[config.mk]
export PLATFORM = sky130hd
export DESIGN_NAME = id_ex_pipeline_reg_flat
export DESIGN_NICKNAME = d
export VERILOG_FILES = /design/src/rtl/pipe_pkg.sv /design/src/rtl/id_ex_pipeline_reg_if.sv /design/src/rtl/hazard_load_use.sv /design/src/rtl/id_ex_pipeline_reg.sv /design/src/flat_wrapper.sv
export SDC_FILE = /design/constraint.sdc
export NUM_CORES = 1
export LEC_CHECK = 0
export CORE_AREA = 2 2 130 132
export CTS_CLUSTER_SIZE = 10
export DETAILED_ROUTE_END_ITERATION = 8
export DIE_AREA = 0 0 132 134
export DONT_BUFFER_PORTS = 1
export MAX_ROUTING_LAYER = met4
export PLACE_DENSITY_LB_ADDON = 0.05
export SLEW_MARGIN = 30
export SYNTH_ARGS = -nofsm -noshare
export SYNTH_HDL_FRONTEND = slang
export SYNTH_HIERARCHICAL = 1
export SYNTH_SLANG_ARGS = --single-unit
[constraint.sdc]
create_clock -name clk -period 13.13 [get_ports clk]
set_input_delay 0.6565 -clock clk [delete_from_list [all_inputs] [get_ports clk]]
set_output_delay 0.6565 -clock clk [all_outputs]
set_load 0.02 [all_outputs]
[src/rtl/pipe_pkg.sv]
// pipe_pkg: control-bundle layout, ALUop encodings and opcodes shared by decoder and pipeline
package pipe_pkg;
  localparam int CTRL_W        = 9;
  localparam int CTRL_ALUSRC   = 8;
  localparam int CTRL_MEMTOREG = 7;
  localparam int CTRL_REGWRITE = 6;
  localparam int CTRL_MEMREAD  = 5;
  localparam int CTRL_MEMWRITE = 4;
  localparam int CTRL_BRANCH   = 3;
  localparam int CTRL_JUMP     = 2;
  localparam int CTRL_ALUOP_MSB = 1;
  localparam int CTRL_ALUOP_LSB = 0;
  typedef enum logic [1:0] {
    ALUOP_ADD    = 2'b00,
    ALUOP_BRANCH = 2'b01,
    ALUOP_RTYPE  = 2'b10,
    ALUOP_ITYPE  = 2'b11
  } aluop_e;
  localparam logic [6:0] OPC_RTYPE  = 7'b0110011;
  localparam logic [6:0] OPC_ITYPE  = 7'b0010011;
  localparam logic [6:0] OPC_LOAD   = 7'b0000011;
  localparam logic [6:0] OPC_STORE  = 7'b0100011;
  localparam logic [6:0] OPC_BRANCH = 7'b1100011;
  localparam logic [6:0] OPC_JAL    = 7'b1101111;
  localparam logic [6:0] OPC_JALR   = 7'b1100111;
endpackage

[src/rtl/id_ex_pipeline_reg_if.sv]
// id_ex_pipeline_reg_if: ID-side inputs and EX-side outputs of the ID/EX register
interface id_ex_pipeline_reg_if import pipe_pkg::*; #(
  parameter int XLEN    = 32,
  parameter int RADDR_W = 5,
  parameter int CNT_W   = 16
) ();
  logic               stall, flush, id_valid;
  logic [CTRL_W-1:0]  id_ctrl;
  logic [XLEN-1:0]    id_pc, id_rs1_data, id_rs2_data, id_imm;
  logic [RADDR_W-1:0] id_rs1, id_rs2, id_rd;
  logic [2:0]         id_funct3;
  logic               id_funct7b5;
  logic               ex_valid;
  logic [CTRL_W-1:0]  ex_ctrl;
  logic [XLEN-1:0]    ex_pc, ex_rs1_data, ex_rs2_data, ex_imm;
  logic [RADDR_W-1:0] ex_rs1, ex_rs2, ex_rd;
  logic [2:0]         ex_funct3;
  logic               ex_funct7b5;
  logic               load_use_stall;
  logic [CNT_W-1:0]   bubble_count;
  modport master (
    output stall, flush, id_valid, id_ctrl, id_pc, id_rs1_data, id_rs2_data, id_imm,
           id_rs1, id_rs2, id_rd, id_funct3, id_funct7b5,
    input  ex_valid, ex_ctrl, ex_pc, ex_rs1_data, ex_rs2_data, ex_imm,
           ex_rs1, ex_rs2, ex_rd, ex_funct3, ex_funct7b5, load_use_stall, bubble_count
  );
  modport slave (
    input  stall, flush, id_valid, id_ctrl, id_pc, id_rs1_data, id_rs2_data, id_imm,
           id_rs1, id_rs2, id_rd, id_funct3, id_funct7b5,
    output ex_valid, ex_ctrl, ex_pc, ex_rs1_data, ex_rs2_data, ex_imm,
           ex_rs1, ex_rs2, ex_rd, ex_funct3, ex_funct7b5, load_use_stall, bubble_count
  );
endinterface

[src/rtl/hazard_load_use.sv]
// hazard_load_use: detects an ID instruction reading the destination of a load sitting in EX
module hazard_load_use #(
  parameter int RADDR_W = 5
) (
  input  logic               ex_valid_i,
  input  logic               ex_memread_i,
  input  logic [RADDR_W-1:0] ex_rd_i,
  input  logic               id_valid_i,
  input  logic [RADDR_W-1:0] id_rs1_i,
  input  logic [RADDR_W-1:0] id_rs2_i,
  input  logic               flush_i,
  output logic               stall_o
);
  assign stall_o = ex_valid_i & ex_memread_i & (ex_rd_i != '0) & id_valid_i &
                   ((ex_rd_i == id_rs1_i) | (ex_rd_i == id_rs2_i)) & ~flush_i;
endmodule

[src/rtl/id_ex_pipeline_reg.sv]
// id_ex_pipeline_reg: ID/EX register with stall, flush, control scrubbing and bubble counter
module id_ex_pipeline_reg import pipe_pkg::*; #(
  parameter int XLEN    = 32,
  parameter int RADDR_W = 5,
  parameter int CNT_W   = 16
) (
  input logic clk,
  input logic reset,
  id_ex_pipeline_reg_if.slave bus
);
  localparam int DW = 4*XLEN + 3*RADDR_W + 4;
  logic              valid_q, valid_d, lus, bubble, hold;
  logic [CTRL_W-1:0] ctrl_q, ctrl_d, ctrl_s;
  logic [DW-1:0]     data_q, data_d;
  logic [CNT_W-1:0]  cnt_q, cnt_d;
  hazard_load_use #(.RADDR_W(RADDR_W)) u_hazard (
    .ex_valid_i   (valid_q),
    .ex_memread_i (ctrl_q[CTRL_MEMREAD]),
    .ex_rd_i      (bus.ex_rd),
    .id_valid_i   (bus.id_valid),
    .id_rs1_i     (bus.id_rs1),
    .id_rs2_i     (bus.id_rs2),
    .flush_i      (bus.flush),
    .stall_o      (lus)
  );
  // if-form keeps unknown input bits registering as 0 rather than propagating
  always_comb begin
    ctrl_s = '0;
    for (int i = 0; i < CTRL_W; i++)
      if (bus.id_ctrl[i]) ctrl_s[i] = 1'b1;
    if (!bus.id_valid) ctrl_s = '0;
    if (!ctrl_s[CTRL_REGWRITE]) ctrl_s[CTRL_MEMTOREG] = 1'b0;
    if (ctrl_s[CTRL_MEMREAD] && ctrl_s[CTRL_MEMWRITE]) begin
      ctrl_s[CTRL_MEMREAD]  = 1'b0;
      ctrl_s[CTRL_MEMWRITE] = 1'b0;
    end
  end
  assign bubble  = bus.flush | (lus & ~bus.stall);
  assign hold    = bus.stall & ~bus.flush;
  assign valid_d = bubble ? 1'b0 : hold ? valid_q : bus.id_valid;
  assign ctrl_d  = bubble ? '0 : hold ? ctrl_q : ctrl_s;
  assign data_d  = bubble ? '0 : hold ? data_q :
                   {bus.id_pc, bus.id_rs1_data, bus.id_rs2_data, bus.id_imm,
                    bus.id_rs1, bus.id_rs2, bus.id_rd, bus.id_funct3, bus.id_funct7b5};
  assign cnt_d   = (bubble && cnt_q != '1) ? cnt_q + CNT_W'(1) : cnt_q;
  always_ff @(posedge clk or posedge reset) begin
    if (reset) begin
      valid_q <= 1'b0;
      ctrl_q  <= '0;
      data_q  <= '0;
      cnt_q   <= '0;
    end else begin
      valid_q <= valid_d;
      ctrl_q  <= ctrl_d;
      data_q  <= data_d;
      cnt_q   <= cnt_d;
    end
  end
  assign bus.ex_valid       = valid_q;
  assign bus.ex_ctrl        = ctrl_q;
  assign bus.load_use_stall = lus;
  assign bus.bubble_count   = cnt_q;
  assign {bus.ex_pc, bus.ex_rs1_data, bus.ex_rs2_data, bus.ex_imm,
          bus.ex_rs1, bus.ex_rs2, bus.ex_rd, bus.ex_funct3, bus.ex_funct7b5} = data_q;
endmodule
[src/flat_wrapper.sv]
// flat-port wrapper written by rule: the top's interface ports become plain ports
module id_ex_pipeline_reg_flat import pipe_pkg::*;
#(
  parameter int XLEN    = 32,
  parameter int RADDR_W = 5,
  parameter int CNT_W   = 16
)
  (clk, reset, bus_stall, bus_flush, bus_id_valid, bus_id_ctrl, bus_id_pc, bus_id_rs1_data, bus_id_rs2_data, bus_id_imm, bus_id_rs1, bus_id_rs2, bus_id_rd, bus_id_funct3, bus_id_funct7b5, bus_ex_valid, bus_ex_ctrl, bus_ex_pc, bus_ex_rs1_data, bus_ex_rs2_data, bus_ex_imm, bus_ex_rs1, bus_ex_rs2, bus_ex_rd, bus_ex_funct3, bus_ex_funct7b5, bus_load_use_stall, bus_bubble_count);
  id_ex_pipeline_reg_if #(.XLEN(XLEN), .RADDR_W(RADDR_W), .CNT_W(CNT_W)) bus_i ();
  input logic clk;
  input logic reset;
  input wire logic [$bits(bus_i.stall)-1:0] bus_stall;
  input wire logic [$bits(bus_i.flush)-1:0] bus_flush;
  input wire logic [$bits(bus_i.id_valid)-1:0] bus_id_valid;
  input wire logic [$bits(bus_i.id_ctrl)-1:0] bus_id_ctrl;
  input wire logic [$bits(bus_i.id_pc)-1:0] bus_id_pc;
  input wire logic [$bits(bus_i.id_rs1_data)-1:0] bus_id_rs1_data;
  input wire logic [$bits(bus_i.id_rs2_data)-1:0] bus_id_rs2_data;
  input wire logic [$bits(bus_i.id_imm)-1:0] bus_id_imm;
  input wire logic [$bits(bus_i.id_rs1)-1:0] bus_id_rs1;
  input wire logic [$bits(bus_i.id_rs2)-1:0] bus_id_rs2;
  input wire logic [$bits(bus_i.id_rd)-1:0] bus_id_rd;
  input wire logic [$bits(bus_i.id_funct3)-1:0] bus_id_funct3;
  input wire logic [$bits(bus_i.id_funct7b5)-1:0] bus_id_funct7b5;
  output wire logic [$bits(bus_i.ex_valid)-1:0] bus_ex_valid;
  output wire logic [$bits(bus_i.ex_ctrl)-1:0] bus_ex_ctrl;
  output wire logic [$bits(bus_i.ex_pc)-1:0] bus_ex_pc;
  output wire logic [$bits(bus_i.ex_rs1_data)-1:0] bus_ex_rs1_data;
  output wire logic [$bits(bus_i.ex_rs2_data)-1:0] bus_ex_rs2_data;
  output wire logic [$bits(bus_i.ex_imm)-1:0] bus_ex_imm;
  output wire logic [$bits(bus_i.ex_rs1)-1:0] bus_ex_rs1;
  output wire logic [$bits(bus_i.ex_rs2)-1:0] bus_ex_rs2;
  output wire logic [$bits(bus_i.ex_rd)-1:0] bus_ex_rd;
  output wire logic [$bits(bus_i.ex_funct3)-1:0] bus_ex_funct3;
  output wire logic [$bits(bus_i.ex_funct7b5)-1:0] bus_ex_funct7b5;
  output wire logic [$bits(bus_i.load_use_stall)-1:0] bus_load_use_stall;
  output wire logic [$bits(bus_i.bubble_count)-1:0] bus_bubble_count;
  assign bus_i.stall = bus_stall;
  assign bus_i.flush = bus_flush;
  assign bus_i.id_valid = bus_id_valid;
  assign bus_i.id_ctrl = bus_id_ctrl;
  assign bus_i.id_pc = bus_id_pc;
  assign bus_i.id_rs1_data = bus_id_rs1_data;
  assign bus_i.id_rs2_data = bus_id_rs2_data;
  assign bus_i.id_imm = bus_id_imm;
  assign bus_i.id_rs1 = bus_id_rs1;
  assign bus_i.id_rs2 = bus_id_rs2;
  assign bus_i.id_rd = bus_id_rd;
  assign bus_i.id_funct3 = bus_id_funct3;
  assign bus_i.id_funct7b5 = bus_id_funct7b5;
  assign bus_ex_valid = bus_i.ex_valid;
  assign bus_ex_ctrl = bus_i.ex_ctrl;
  assign bus_ex_pc = bus_i.ex_pc;
  assign bus_ex_rs1_data = bus_i.ex_rs1_data;
  assign bus_ex_rs2_data = bus_i.ex_rs2_data;
  assign bus_ex_imm = bus_i.ex_imm;
  assign bus_ex_rs1 = bus_i.ex_rs1;
  assign bus_ex_rs2 = bus_i.ex_rs2;
  assign bus_ex_rd = bus_i.ex_rd;
  assign bus_ex_funct3 = bus_i.ex_funct3;
  assign bus_ex_funct7b5 = bus_i.ex_funct7b5;
  assign bus_load_use_stall = bus_i.load_use_stall;
  assign bus_bubble_count = bus_i.bubble_count;
  id_ex_pipeline_reg #(.XLEN(XLEN), .RADDR_W(RADDR_W), .CNT_W(CNT_W)) u_core (.clk(clk), .reset(reset), .bus(bus_i));
endmodule
==> results.cfg <==
[clock_network]
cts_resized = 0
postCtsHoldBufs = 0
cts_htree_levels = 4
cts_root_buf = clkbuf_16
post_cts_buffers = 0
numCtsBuffers = 17
cts_buffer_depth = 2
cts_tree = yes
clock-sinks = 173
path_clk_slew_ps = 70
worstSkewPairLatency_ps = 420

[power]
comb_power_share_pct = 6.5
power_leakage_nw = 3.45
p_total_mw = 1.25
vdd_drop_max_mv = 0.0837
power.internal_mw = 0.897
p_switching_mw = 0.355
p_clk_share_pct = 40.2
seq_power_share_pct = 53.2
swShare_pct = 28.3
powerDensity_nw_per_um2 = 173

[global_route]
grt_max_degree = 100
globalRouteTotalUtil_pct = 19.1
grt_pass1_vias = 4130
antenna_found_initial = 0
gr-total-overflow = 0
grt_first_pass_wirelength_mm = 25.2

[routing]
wl_per_cell_microns = 24.7
drc = 0
first_pass_iters = 4
vias = 3903
drt_iter0_drc = 283
via_per_inst = 5.83
ant_nets = 0
wirelength_mm = 16.5

[die]
dieArea_sq_um = 17700
core_area_sq_um = 16300
die_x_microns = 132
die_h_microns = 134
ios = 335
row_count = 47
start_util_pct = 39.5

[synthesis]
syn_area_per_cell_sq_um = 14.4
yosysSeqAreaShare_pct = 67.2
synth_cell_types = 39
ys_ff_latch = 173
synth_top_cells_by_area = dfrtp_1 67%, a22o_1 21%, xor2_1 2.4%
post_synth_inst_count = 446
netlist_area_sq_um = 6440
ys_warn_count = 6
synth_nets = 608
synth.top_cell.area_share_pct = 67.2
yosysTopAreaCell = dfrtp_1

[critical_path]
crit_type = register to register
critPathLaunchType = register
path_buf_inv = 1
r2r_cells = 8
cp-end-kind = register
worstPathRequired_ps = 13440
path_depth = 8
crit_family = compound AO/OA/AOI/OAI gates
cp_slowest_cell = a221oi_2
arrival_ps = 3410
path_cells = xor2_1 > nor3_1 > nand3_1 > a221oi_2 > nor3_2 > buf_4 > and2_1 > a32o_1
max_stage_delay_ps = 680
crit_path_max_fanout = 70

[cells_and_area]
finalNetCount = 598
num_antenna_cells = 0
multi_input_area_sq_um = 1970
design_area_sq_um = 7240
synthToLayoutAreaGrowth_pct = 12.5
utilization_pct = 44.5
drive_gt1_share_pct = 10.9
fillCellCount = 1481
seqCellArea_sq_um = 4330

[placed_design]
port_buffers = 0
hpwl_mm = 11.4
place_area_sq_um = 6640
place_congestion = 0.782

[sta]
fin_crit_sh_pct = 23.6
setup_violations = 0
totalNegativeSetupSlack_ps = 0
final_hold_viol_count = 0
relSlewSlack_pct = 45.0
slew_viol_final = 0
tightest_slew_ps = 825
grt_setup_unrepaired = no
finalClockSkew_ps = 10.9
period_needed_ps = 3100
fmax_mhz = 322

[run_status]
status = completed

[job]
drv_cap = 0

[min_path]
hold_path_class = primary input to asynchronous set/reset pin
[sequential cells by signal (all words and copies together) (netlist names)]
signal and count:
u_core/bus.bubble_count 16, u_core/data_q 147, u_core/bus.ex_ctrl 9, u_core/bus.ex_valid 1
[cell usage in the layout (no fill, tap or decap), drive strengths merged, types with 2 or more instances in the layout]
cell type,instances
o21ai,3
clkinvlp,4
mux2,2
clkbuf,18
nor2,6
nand4,3
xor2,18
dfrtp,173
a32o,3
nor3,9
nand3,8
inv,9
nor4,3
nand2,3
nor2b,2
a22o,153
nor4b,2
clkinv,3
and4,2
bufinv,2
xnor2,4
buf,5
a21oi,2
[final timing paths]
check	start	end	slack [ps]
setup / recovery	u_core/data_q[6]$_DFFE_PP0P_	u_core/bus.ex_ctrl[7]$_DFFE_PP0P_	10030
hold / removal	reset	u_core/data_q[136]$_DFFE_PP0P_	240
setup reg to reg	u_core/data_q[6]$_DFFE_PP0P_	u_core/bus.ex_ctrl[7]$_DFFE_PP0P_	10030
hold reg to reg	u_core/bus.bubble_count[15]$_DFFE_PP0P_	u_core/bus.bubble_count[15]$_DFFE_PP0P_	650
max in group asynchronous	reset	u_core/bus.bubble_count[0]$_DFFE_PP0P_	11600
min in group clk	bus_id_pc[25]	u_core/data_q[140]$_DFFE_PP0P_	360
[cell families after synthesis]
family	synth area share [%]
xor gates and xnor gates	2.99
muxes	0.408
DFF	67.2
adders and majority gates	0.194
buffers and inverters	2.29
AOI/OAI and AO/OA	22.8
and+or+nand+nor	4.12
[routing by layer]
metal | part of all wire, % | track usage, % | vias to the layer above | routed length, microns
met3 | 9.2 | 7.71 | 24 | 1520
met2 | 49 | 29.9 | 218 | 8150
met1 | 39 | 22.2 | 1970 | 6480
li1 | - | - | 1691 | -
met5 | 0 | - | - | 0
met4 | 2.3 | 7.31 | 0 | 382
[Yosys cell counts]
| master | instances |
|---|---|
| nand3_4 | 1 |
| a211oi_1 | 1 |
| o21a_1 | 1 |
| a211o_2 | 1 |
| ha_1 | 1 |
| and2_1 | 1 |
| inv_1 | 4 |
| a32o_1 | 3 |
| and4_1 | 1 |
| clkbuf_1 | 25 |
| nor4b_1 | 2 |
| mux2_4 | 1 |
| a2111oi_2 | 1 |
| a22o_1 | 153 |
| and3_1 | 1 |
| nor3b_1 | 1 |
| o21ai_0 | 2 |
| nand4_1 | 3 |
| o21bai_1 | 1 |
| nand4b_1 | 1 |
| nand3_1 | 7 |
| nor4_4 | 1 |
| and4_4 | 1 |
| nor3_1 | 9 |
| o21ai_1 | 1 |
| nor2_1 | 5 |
| buf_1 | 5 |
| nand2_1 | 3 |
| a21oi_1 | 2 |
| xnor2_1 | 4 |
| dfrtp_1 | 173 |
| mux2_2 | 1 |
| buf_2 | 4 |
| nor2b_1 | 2 |
| xor2_1 | 18 |
| nor4_1 | 2 |
| nor2_2 | 1 |
| a21o_1 | 1 |
| a221oi_2 | 1 |
[through the flow]
stage	cells	setup slack [ps]	hold slack (ps)
2_1_floorplan	446	7790	596
3_3_place_gp	637	10040	644
3_5_place_dp	637	9960	642
4_1_cts	669	10020	270
5_1_grt	669	9880	296
6_report	669	10030	235
[power by group through the flow]
stage / Combinational, mW / Clock (mW) / Sequential [mW]
2_1_floorplan: 0.0695 / 0 / 0.659
3_3_place_gp: 0.0810 / 0 / 0.678
3_5_place_dp: 0.0828 / 0 / 0.677
4_1_cts: 0.0827 / 0.518 / 0.667
5_1_grt: 0.0920 / 0.545 / 0.673
6_report: 0.0817 / 0.504 / 0.666
[layout make-up]
type | instances | share of cell area [%]
Multi-Input combinational cell | 235 | 27.3
Tap cell | 220 | 3.80
Inverter | 4 | 0.276
Clock inverter | 14 | 2.19
Sequential cell | 173 | 59.8
Timing Repair Buffer | 5 | 0.622
Clock buffer | 18 | 6.06
No activity file was read; power rests on OpenSTA's default activity.
